<file path="src/rtl/cpu_pkg.sv">
// Shared encodings for the 10-bit CPU: IR layout, opcodes, FSM states, bus and ALU codes.
package cpu_pkg;

  localparam int unsigned DATA_W    = 10;
  localparam int unsigned NUM_REGS  = 4;
  localparam int unsigned OPC_W     = 4;
  localparam int unsigned REG_W     = 2;
  localparam int unsigned STATE_W   = 3;
  localparam int unsigned BUS_SEL_W = 3;
  localparam int unsigned ALU_OP_W  = 2;

  // IR field layout: opcode[9:6], rx[5:4], ry[3:2], pad[1:0]
  typedef struct packed {
    logic [OPC_W-1:0] opcode;
    logic [REG_W-1:0] rx;
    logic [REG_W-1:0] ry;
    logic [1:0]       pad;
  } instr_t;

  localparam logic [OPC_W-1:0] OP_LOAD = 4'b0000;
  localparam logic [OPC_W-1:0] OP_MOV  = 4'b0001;
  localparam logic [OPC_W-1:0] OP_ADD  = 4'b0010;
  localparam logic [OPC_W-1:0] OP_SUB  = 4'b0011;
  localparam logic [OPC_W-1:0] OP_XOR  = 4'b0100;

  localparam logic [STATE_W-1:0] S_IDLE  = 3'd0;
  localparam logic [STATE_W-1:0] S_FETCH = 3'd1;
  localparam logic [STATE_W-1:0] S_EXEC1 = 3'd2;
  localparam logic [STATE_W-1:0] S_EXEC2 = 3'd3;
  localparam logic [STATE_W-1:0] S_EXEC3 = 3'd4;
  localparam logic [STATE_W-1:0] S_DONE  = 3'd5;

  localparam logic [BUS_SEL_W-1:0] BUS_EXT = 3'd4;
  localparam logic [BUS_SEL_W-1:0] BUS_G   = 3'd5;

  localparam logic [ALU_OP_W-1:0] ALU_ADD = 2'd0;
  localparam logic [ALU_OP_W-1:0] ALU_SUB = 2'd1;
  localparam logic [ALU_OP_W-1:0] ALU_XOR = 2'd2;

  function automatic logic is_alu(input logic [OPC_W-1:0] op);
    return (op == OP_ADD) || (op == OP_SUB) || (op == OP_XOR);
  endfunction

  function automatic logic is_legal(input logic [OPC_W-1:0] op);
    return op <= OP_XOR;
  endfunction

  function automatic logic [ALU_OP_W-1:0] alu_op_of(input logic [OPC_W-1:0] op);
    case (op)
      OP_SUB:  return ALU_SUB;
      OP_XOR:  return ALU_XOR;
      default: return ALU_ADD;
    endcase
  endfunction

endpackage

</file>
<file path="src/rtl/cpu_control_fsm_dec2to4.sv">
// 2-bit to one-hot decoder with enable; drives the general-register load enables.
module dec2to4 (
  input  logic       en,
  input  logic [1:0] sel,
  output logic [3:0] y
);

  always_comb begin
    y = 4'b0000;
    if (en) y = 4'b0001 << sel;
  end

endmodule

</file>
<file path="src/rtl/cpu_control_fsm.sv">
// Multi-cycle control sequencer for the 10-bit datapath: fetch, decode, 1 or 3 execute
// cycles, done. Outputs are a Moore decode of the state register and the IR contents.
module cpu_control_fsm
  import cpu_pkg::*;
(
  input  logic                 clk,
  input  logic                 reset,
  input  logic                 start,
  input  logic [DATA_W-1:0]    ir,
  output logic                 ir_en,
  output logic [NUM_REGS-1:0]  rin,
  output logic [BUS_SEL_W-1:0] bus_sel,
  output logic                 a_en,
  output logic                 g_en,
  output logic [ALU_OP_W-1:0]  alu_op,
  output logic                 busy,
  output logic                 done,
  output logic                 illegal
);

  logic [STATE_W-1:0] state;
  logic [STATE_W-1:0] state_nxt;
  instr_t             word;
  logic               rin_en;
  logic [REG_W-1:0]   rin_sel;
  logic               unused_ir_pad;

  assign word          = instr_t'(ir);
  assign unused_ir_pad = ^word.pad;

  always_ff @(posedge clk or posedge reset) begin
    if (reset) state <= S_IDLE;
    else       state <= state_nxt;
  end

  // Next-state: start only matters in IDLE; DONE always returns to IDLE
  always_comb begin
    state_nxt = state;
    case (state)
      S_IDLE:  if (start) state_nxt = S_FETCH;
      S_FETCH: state_nxt = S_EXEC1;
      S_EXEC1: state_nxt = is_alu(word.opcode) ? S_EXEC2 : S_DONE;
      S_EXEC2: state_nxt = S_EXEC3;
      S_EXEC3: state_nxt = S_DONE;
      S_DONE:  state_nxt = S_IDLE;
      default: state_nxt = S_IDLE;
    endcase
  end

  // Output decode; IR fields are only trusted from EXEC1 onward
  always_comb begin
    ir_en   = 1'b0;
    rin_en  = 1'b0;
    rin_sel = '0;
    bus_sel = '0;
    a_en    = 1'b0;
    g_en    = 1'b0;
    alu_op  = ALU_ADD;
    busy    = (state != S_IDLE);
    done    = 1'b0;
    illegal = 1'b0;
    case (state)
      S_FETCH: ir_en = 1'b1;
      S_EXEC1: begin
        case (word.opcode)
          OP_LOAD: begin
            bus_sel = BUS_EXT;
            rin_en  = 1'b1;
            rin_sel = word.rx;
          end
          OP_MOV: begin
            bus_sel = BUS_SEL_W'(word.ry);
            rin_en  = 1'b1;
            rin_sel = word.rx;
          end
          OP_ADD, OP_SUB, OP_XOR: begin
            bus_sel = BUS_SEL_W'(word.rx);
            a_en    = 1'b1;
          end
          default: ;
        endcase
      end
      S_EXEC2: begin
        bus_sel = BUS_SEL_W'(word.ry);
        g_en    = 1'b1;
        alu_op  = alu_op_of(word.opcode);
      end
      S_EXEC3: begin
        bus_sel = BUS_G;
        rin_en  = 1'b1;
        rin_sel = word.rx;
      end
      S_DONE: begin
        done    = 1'b1;
        illegal = ~is_legal(word.opcode);
      end
      default: ;
    endcase
  end

  dec2to4 u_rin_dec (
    .en  (rin_en),
    .sel (rin_sel),
    .y   (rin)
  );

endmodule

</file>
<file path="config.mk">
export PLATFORM = sky130hd
export DESIGN_NAME = cpu_control_fsm
export DESIGN_NICKNAME = d
export VERILOG_FILES = /design/src/rtl/cpu_pkg.sv /design/src/rtl/cpu_control_fsm_dec2to4.sv /design/src/rtl/cpu_control_fsm.sv
export SDC_FILE = /design/constraint.sdc
export NUM_CORES = 1
export LEC_CHECK = 0
export CORE_UTILIZATION = 30
export DETAILED_ROUTE_END_ITERATION = 7
export HOLD_SLACK_MARGIN = 0.1
export PLACE_DENSITY = 0.73
export SYNTH_ARGS = -nofsm -noshare
export SYNTH_HDL_FRONTEND = slang
export SYNTH_SLANG_ARGS = --single-unit
</file>
<file path="constraint.sdc">
create_clock -name clk -period 1.14 [get_ports clk]
set_input_delay 0.171 -clock clk [delete_from_list [all_inputs] [get_ports clk]]
set_output_delay 0.171 -clock clk [all_outputs]
set_load 0.02 [all_outputs]
</file>
# Word-level counts from Yosys, hierarchy flattened
# Cells that the tools add are included.
word_totals:
  wordCells: 39
  out_inout_bits: 15
  regBits: 3
op_classes:
  n_bitwise: 1
  eq_ne: 10
  n_reduce_logical: 7
  n_lt_le_gt_ge: 1
  n_shift: 1
  muxes: 18
op_table:
  columns: ["op", "n"]
  rows:
  - ["3-bit one-hot mux with 3 select lines", 2]
  - ["3-bit one-hot mux with 5 select lines", 1]
  - ["4-bit by 2-bit equality test with 1-bit output (second input constant)", 2]
  - ["2-bit one-hot mux with 2 select lines", 2]
  - ["1-bit 2-to-1 mux", 7]
  - ["3-bit by 2-bit equality test with 1-bit output (second input constant)", 2]
  - ["3-bit equality test (second input constant)", 2]
  - ["3-bit 2-to-1 mux", 2]
  - ["4-bit by 1-bit equality test with 1-bit output (second input constant)", 1]
  - ["4-bit by 3-bit equality test with 1-bit output (second input constant)", 1]
  - ["4-bit by 3-bit less-or-equal comparator with 1-bit output (second input constant)", 1]
  - ["4-bit zero test", 1]
  - ["2-bit 2-to-1 mux", 2]
  - ["4-bit 2-to-1 mux", 1]
  - ["1-bit by 2-bit left shift with 4-bit output (first input constant)", 1]
  - ["3-bit by 1-bit equality test with 1-bit output (second input constant)", 1]
  - ["3-bit zero test", 1]
  - ["3-bit nonzero test", 1]
  - ["3-bit OR reduction", 1]
  - ["1-bit logical OR", 2]
  - ["2-bit inequality test (second input constant)", 1]
  - ["1-bit one-hot mux with 2 select lines", 1]
  - ["2-bit OR reduction", 1]
  - ["1-bit inverter", 1]

# Depth between registers and ports, before layout
# Gate-level depths: netlist (run 1).
logic_depth:
  ltp_word: 6
  mapped_depth: 3
  mapped_depth_nobuf: 3

# By module
# A second synthesis (run 1) with hierarchy kept.
hier_totals:
  cells_unflattened: 51
  hier_area_um2: 475.5
modules_own_cells:
  columns: ["mod", "instances", "cells_each", "area_per_inst_um2"]
  rows:
  - ["cpu_control_fsm", 1, 47, 437.9]
  - ["dec2to4", 1, 4, 37.5]

# Worst setup path after synthesis (run 1)
# OpenSTA, ideal clock, no wires.
synth_path:
  path_type: "register to output"
  start: "register state[2]"
  end: "output port rin[1]"
  stages_incl_launch_ff: 4
  t_arrival_ns: 1.540
  path_slack_ns: -0.571
  required_time_ns: 0.969
  path_cell_list: "dfrtp_1 -> and2b_1 -> a31oi_1 -> nor4b_1"
synth_between:
  elab_chain_cells: 4
  word_cells_on_any_way: 6
  cone_classes: "eq/ne (2); shift (1); mux (3)"
synth_rtl:
  columns: ["item", "line", "source"]
  rows:
  - ["from (decl)", "cpu_control_fsm.sv:21", "logic [STATE_W-1:0] state;"]
  - ["from (signal assigned)", "cpu_control_fsm.sv:33", "else state <= state_nxt;"]
  - ["3-bit equality test / 3-bit by 2-bit equality test with 1-bit output (equally long branches)", "cpu_control_fsm.sv:62", "case (state)"]
  - ["2-bit one-hot mux with 2 select lines", "cpu_control_fsm.sv:62", null]
  - ["1-bit by 2-bit left shift with 4-bit output", "cpu_control_fsm_dec2to4.sv:10", "if (en) y = 4'b0001 << sel;"]
  - ["4-bit 2-to-1 mux (*)", "cpu_control_fsm_dec2to4.sv:10", null]
  - ["to (decl)", "cpu_control_fsm.sv:11", "output logic [NUM_REGS-1:0] rin,"]
# Every way passes the cells marked *; elsewhere a longest branch is shown, timed or not.

# Final worst setup path (run 1)
layout_path:
  start: "register state[2]"
  end: "output port rin[0]"
# Same word-level chain as after synthesis.

==> results of run 1 <==
-- worst max-delay path: cells and delay by family (launching register included) --
kind,cells,cell delay [ps]
simple gates,2,420
flops,1,410
compound gates,1,140
buf+inv,2,350
-- worst max path at each step --
stage	endpoint	cells after the start
3_3_place_gp	bus_sel[0]	6
4_1_cts	bus_sel[0]	4
6_report	rin[0]	5
5_1_grt	rin[0]	5
3_5_place_dp	bus_sel[0]	5
2_1_floorplan	rin[1]	3
-- placed cells by master, fill, tap and decap left out, types with 2 or more instances in the layout --
| cell | n |
|---|---|
| sky130_fd_sc_hd__clkdlybuf4s50_1 | 6 |
| sky130_fd_sc_hd__dlygate4sd2_1 | 3 |
| sky130_fd_sc_hd__and2b_2 | 2 |
| sky130_fd_sc_hd__buf_4 | 28 |
| sky130_fd_sc_hd__nor2b_4 | 2 |
| sky130_fd_sc_hd__clkbuf_4 | 3 |
| sky130_fd_sc_hd__dfrtp_2 | 2 |
| sky130_fd_sc_hd__nor2_1 | 2 |
| sky130_fd_sc_hd__and2_4 | 2 |
| sky130_fd_sc_hd__a31oi_4 | 2 |
| sky130_fd_sc_hd__nor2_2 | 2 |
| sky130_fd_sc_hd__nand2_1 | 3 |
| sky130_fd_sc_hd__inv_1 | 2 |
| sky130_fd_sc_hd__and4bb_2 | 4 |
| sky130_fd_sc_hd__nor4b_4 | 2 |
| sky130_fd_sc_hd__buf_6 | 12 |
| sky130_fd_sc_hd__a211oi_2 | 2 |
| sky130_fd_sc_hd__clkdlybuf4s15_1 | 2 |
-- repair_timing --
item	in CTS	in global routing
resized for setup	95	13
buffers inserted	6	4
endpoints found under the hold margin	3	0
pin swaps	11	5
endpoints found under the setup margin	17	16
hold buffers	1	0
cloned	1	0
-- per-layer routing --
metal,global-route usage [%],vias up,wire length (µm)
met5,0,-,0
met1,30.5,332,924
li1,-,312,-
met2,50.0,30,1090
met3,6.94,4,90
met4,15.5,0,34
-- area by class of cell --
class / instances / area share (%)
Multi-Input combinational cell: 44 / 45.1
Timing Repair Buffer: 53 / 43.0
Sequential cell: 3 / 7.15
Clock buffer: 4 / 2.42
Tap cell: 14 / 1.61
Inverter: 2 / 0.692
-- where the power goes --
part	switching (mW)	internal, mW
registers	0.0724	0.160
logic	0.770	0.849
clock network	0.0780	0.133
-- through the flow --
step / util, % / cell area (µm²) / power (mW) / std cells
finish: 91.5 / 1080 / 2.06 / 120
global route: 91.5 / 1080 / 2.16 / 120
CTS: 86.0 / 1020 / 1.81 / 116
detailed placement: 76.4 / 906 / 1.39 / 105
global placement: 76.4 / 906 / 1.38 / 105
floorplan: - / 522 / 0.927 / 50
-- kinds of logic (layout without fill, tap and decap cells) --
| family | Yosys count | after routing | share of synthesized area [%] |
|---|---|---|---|
| AOI/OAI and AO/OA | 13 | 13 | 22.5 |
| buffers and inverters | 3 | 59 | 4.56 |
| DFF | 3 | 3 | 18.2 |
| and+or+nand+nor | 31 | 31 | 54.7 |
==> results, run 1 <==
- The flow ran to the end, but the final reports show violations.
- The checks that failed: setup timing.
- The register with the most flip-flops is state.
- In this run, synthesis produced a sequential element count of 3.
- Across the run, the number of max-cap violations was 0.
- For the worst setup path, the data required time is 970 ps.
- The clock latency reported for the late side of the worst-skew pair is 260 ps.
- During I/O placement, the number of pins put on the boundary was 28.
- Setup repair after global routing could not meet its margin everywhere.
- The critical path arrival is 1570 ps.
- Across all register-to-register paths, the minimum setup slack is -160 ps.
- The number of flops mapped to enable cells by yosys is 0.
- Sorting the synthesized cells by area gives the leading types as sky130_fd_sc_hd__dfrtp_1, sky130_fd_sc_hd__and4bb_2, sky130_fd_sc_hd__a211oi_1, sky130_fd_sc_hd__nor2_1, sky130_fd_sc_hd__nor4b_1.
- In the routed layout, each cell is associated on average with a via count of 5.65.
- The final setup slack of the worst path is -601 ps.
- Yosys instantiated no cell more often than sky130_fd_sc_hd__nor2_1.
- The largest registers in the layout are state: 3 flops.
- Headroom to the max-slew limit came out at 80.5%.
- The maximum number of pins on one net before global-route repair is 10.
- The final hold violation count was 0.
- The root buffer cell is sky130_fd_sc_hd__clkbuf_4.
- The master of the slowest instance on the critical path is sky130_fd_sc_hd__dfrtp_1.
- Setup violations remaining at the end of the flow were counted as 16.
- The most numerous cell type found on the critical path is sky130_fd_sc_hd__buf_4.
- The launching point of the worst reg2reg path is state[2].
- The mean cell area of the mapped netlist is 8.23 µm².
- For the pin with the worst max-slew slack, the measured transition is 291 ps.
- For this block, the via count after detailed routing is 678.
- The number of antenna violations at the first check in global routing came to 0.
- The final routed DRC violation total is 0.
- In this run the cell area of the synthesized design comes to 412 µm².
- The die width is 39.0 µm.
- IR analysis of the VDD net gives a maximum drop of 1.69 mV.
- The maximum level of the CTS H-tree is 1.
- Detailed placement finished with a half-perimeter wire length of 1.11 mm.
- The number of global-route vias before repair is 611.
- Relative to the synthesized area, the layout overhead comes to 164%.
- Global routing consumed, over all layers together, 28.4% of the routing resources.
- By startpoint and endpoint, the worst setup path is classified as flip-flop to primary output.
- The time the final worst path needs with I/O delays and setup is 1740 ps.
- The final max-slew violation count was 0.
- The wire length per cell after detailed routing is 17.8 µm.
- The final clock skew is 12.1 ps.
- After the last flow step, the layout net total stands at 120.
- The hold-critical path endpoint is state[0].
- The critical path launch point is state[2].
- The multi-input combinational cell area is 489 µm².
- Yosys mapped the design onto 30 distinct sky130hd cell types.
- sky130_fd_sc_hd__dfrtp_1 takes more of the synthesized area than any other cell.
- The share of the yosys chip area belonging to registers is 18.2%.
- Measured along the y axis, the die boundary spans 39.0 µm.
- The number of fill cells in the layout is 48.
- STA classifies the critical path startpoint as a flip-flop.
- The launch instance of the worst min-delay path is start.
- The synthesized netlist cell count is 50.
- The post-route worst hold slack is 589 ps.
- The areal power density over the cells is 1900 nW/µm².
- The repair_antennas step left the layout with diodes totalling 0.
- The fraction of final layout cells sized beyond drive strength 1 is 71.7%.
- Input and output buffers added on the ports amount to 25.
- The async set or reset register ratio after synthesis is 100%.
- Row generation in the floorplan step produced 12 rows.
- Along the worst path, the maximum fanout reaches 5.
- After global routing the overflow that remains totals 0.
- In this run the deepest clock path goes through 2 buffers.
- The synthesized netlist net count is 63.
- The maximum cell stage delay along the critical path is 410 ps.
- The effective utilization at floorplan is 34.7%.
- The final weighted congestion in routability-driven placement is 0.704.
- The final critical path takes up 153% of the cycle.
- TritonCTS built the clock tree.
- The first global-routing pass estimated 2.73 mm of wire.
- The worst setup slack before clock tree synthesis is -1120 ps.
- Counting cells, the worst reg-to-reg path comes to 5.
- The die covers 1520 µm².
- The maximum achievable frequency is 574 MHz.
- The clock sink count is 3.
- The number of flip-flops in the largest register is 3.
- The commonest cells after synthesis are sky130_fd_sc_hd__nor2_1, sky130_fd_sc_hd__and4bb_2, sky130_fd_sc_hd__a211oi_1, sky130_fd_sc_hd__dfrtp_1, sky130_fd_sc_hd__nand2_1.
- The area of the core is 1190 µm².
- Traced cell by cell, the critical path runs through and2b_2, a31oi_4, buf_4, nor4_4, buf_4.
- The detail route stage leaves a number of antenna-violating nets equal to 0.
- The min-delay analysis places its worst path in the category input pin to flip-flop.
- The analysis attributes to cell leakage a power of 0.466 nW.
- The endpoint type of the worst setup path is a primary output.
- The critical register-to-register path endpoint is state[2].
- The clock transition at the registers of the reported paths is 50 ps.
- The most used flip-flop cell after synthesis is sky130_fd_sc_hd__dfrtp_1.
- The initial detailed-routing violation count is 9.
- The routed wire length is 2.13 mm.
- Registers take 77.6 µm².
- After synthesis, the largest area contributor takes up 18.2% of total cell area.
- Counting the buffers created by CTS gives 3.
- Before antenna repair, the detailed router went through 4 iterations.
- Adding up every negative setup slack in the final design gives -7180 ps.
- The total of warnings raised by yosys is 0.
- The number of stages on the worst hold path is 3.
(Power assumes the default switching activity.)
==> run 2: changes to the inputs <==
- MAX_ROUTING_LAYER: not set -> met4
==> results of run 2 <==
The final DEF is identical to that of run 1; final timing and power are the same.
Among the figures that moved: final weighted congestion in routability-driven placement 0.704 -> 0.712; overall routing resource usage 28.4% -> 29.1%
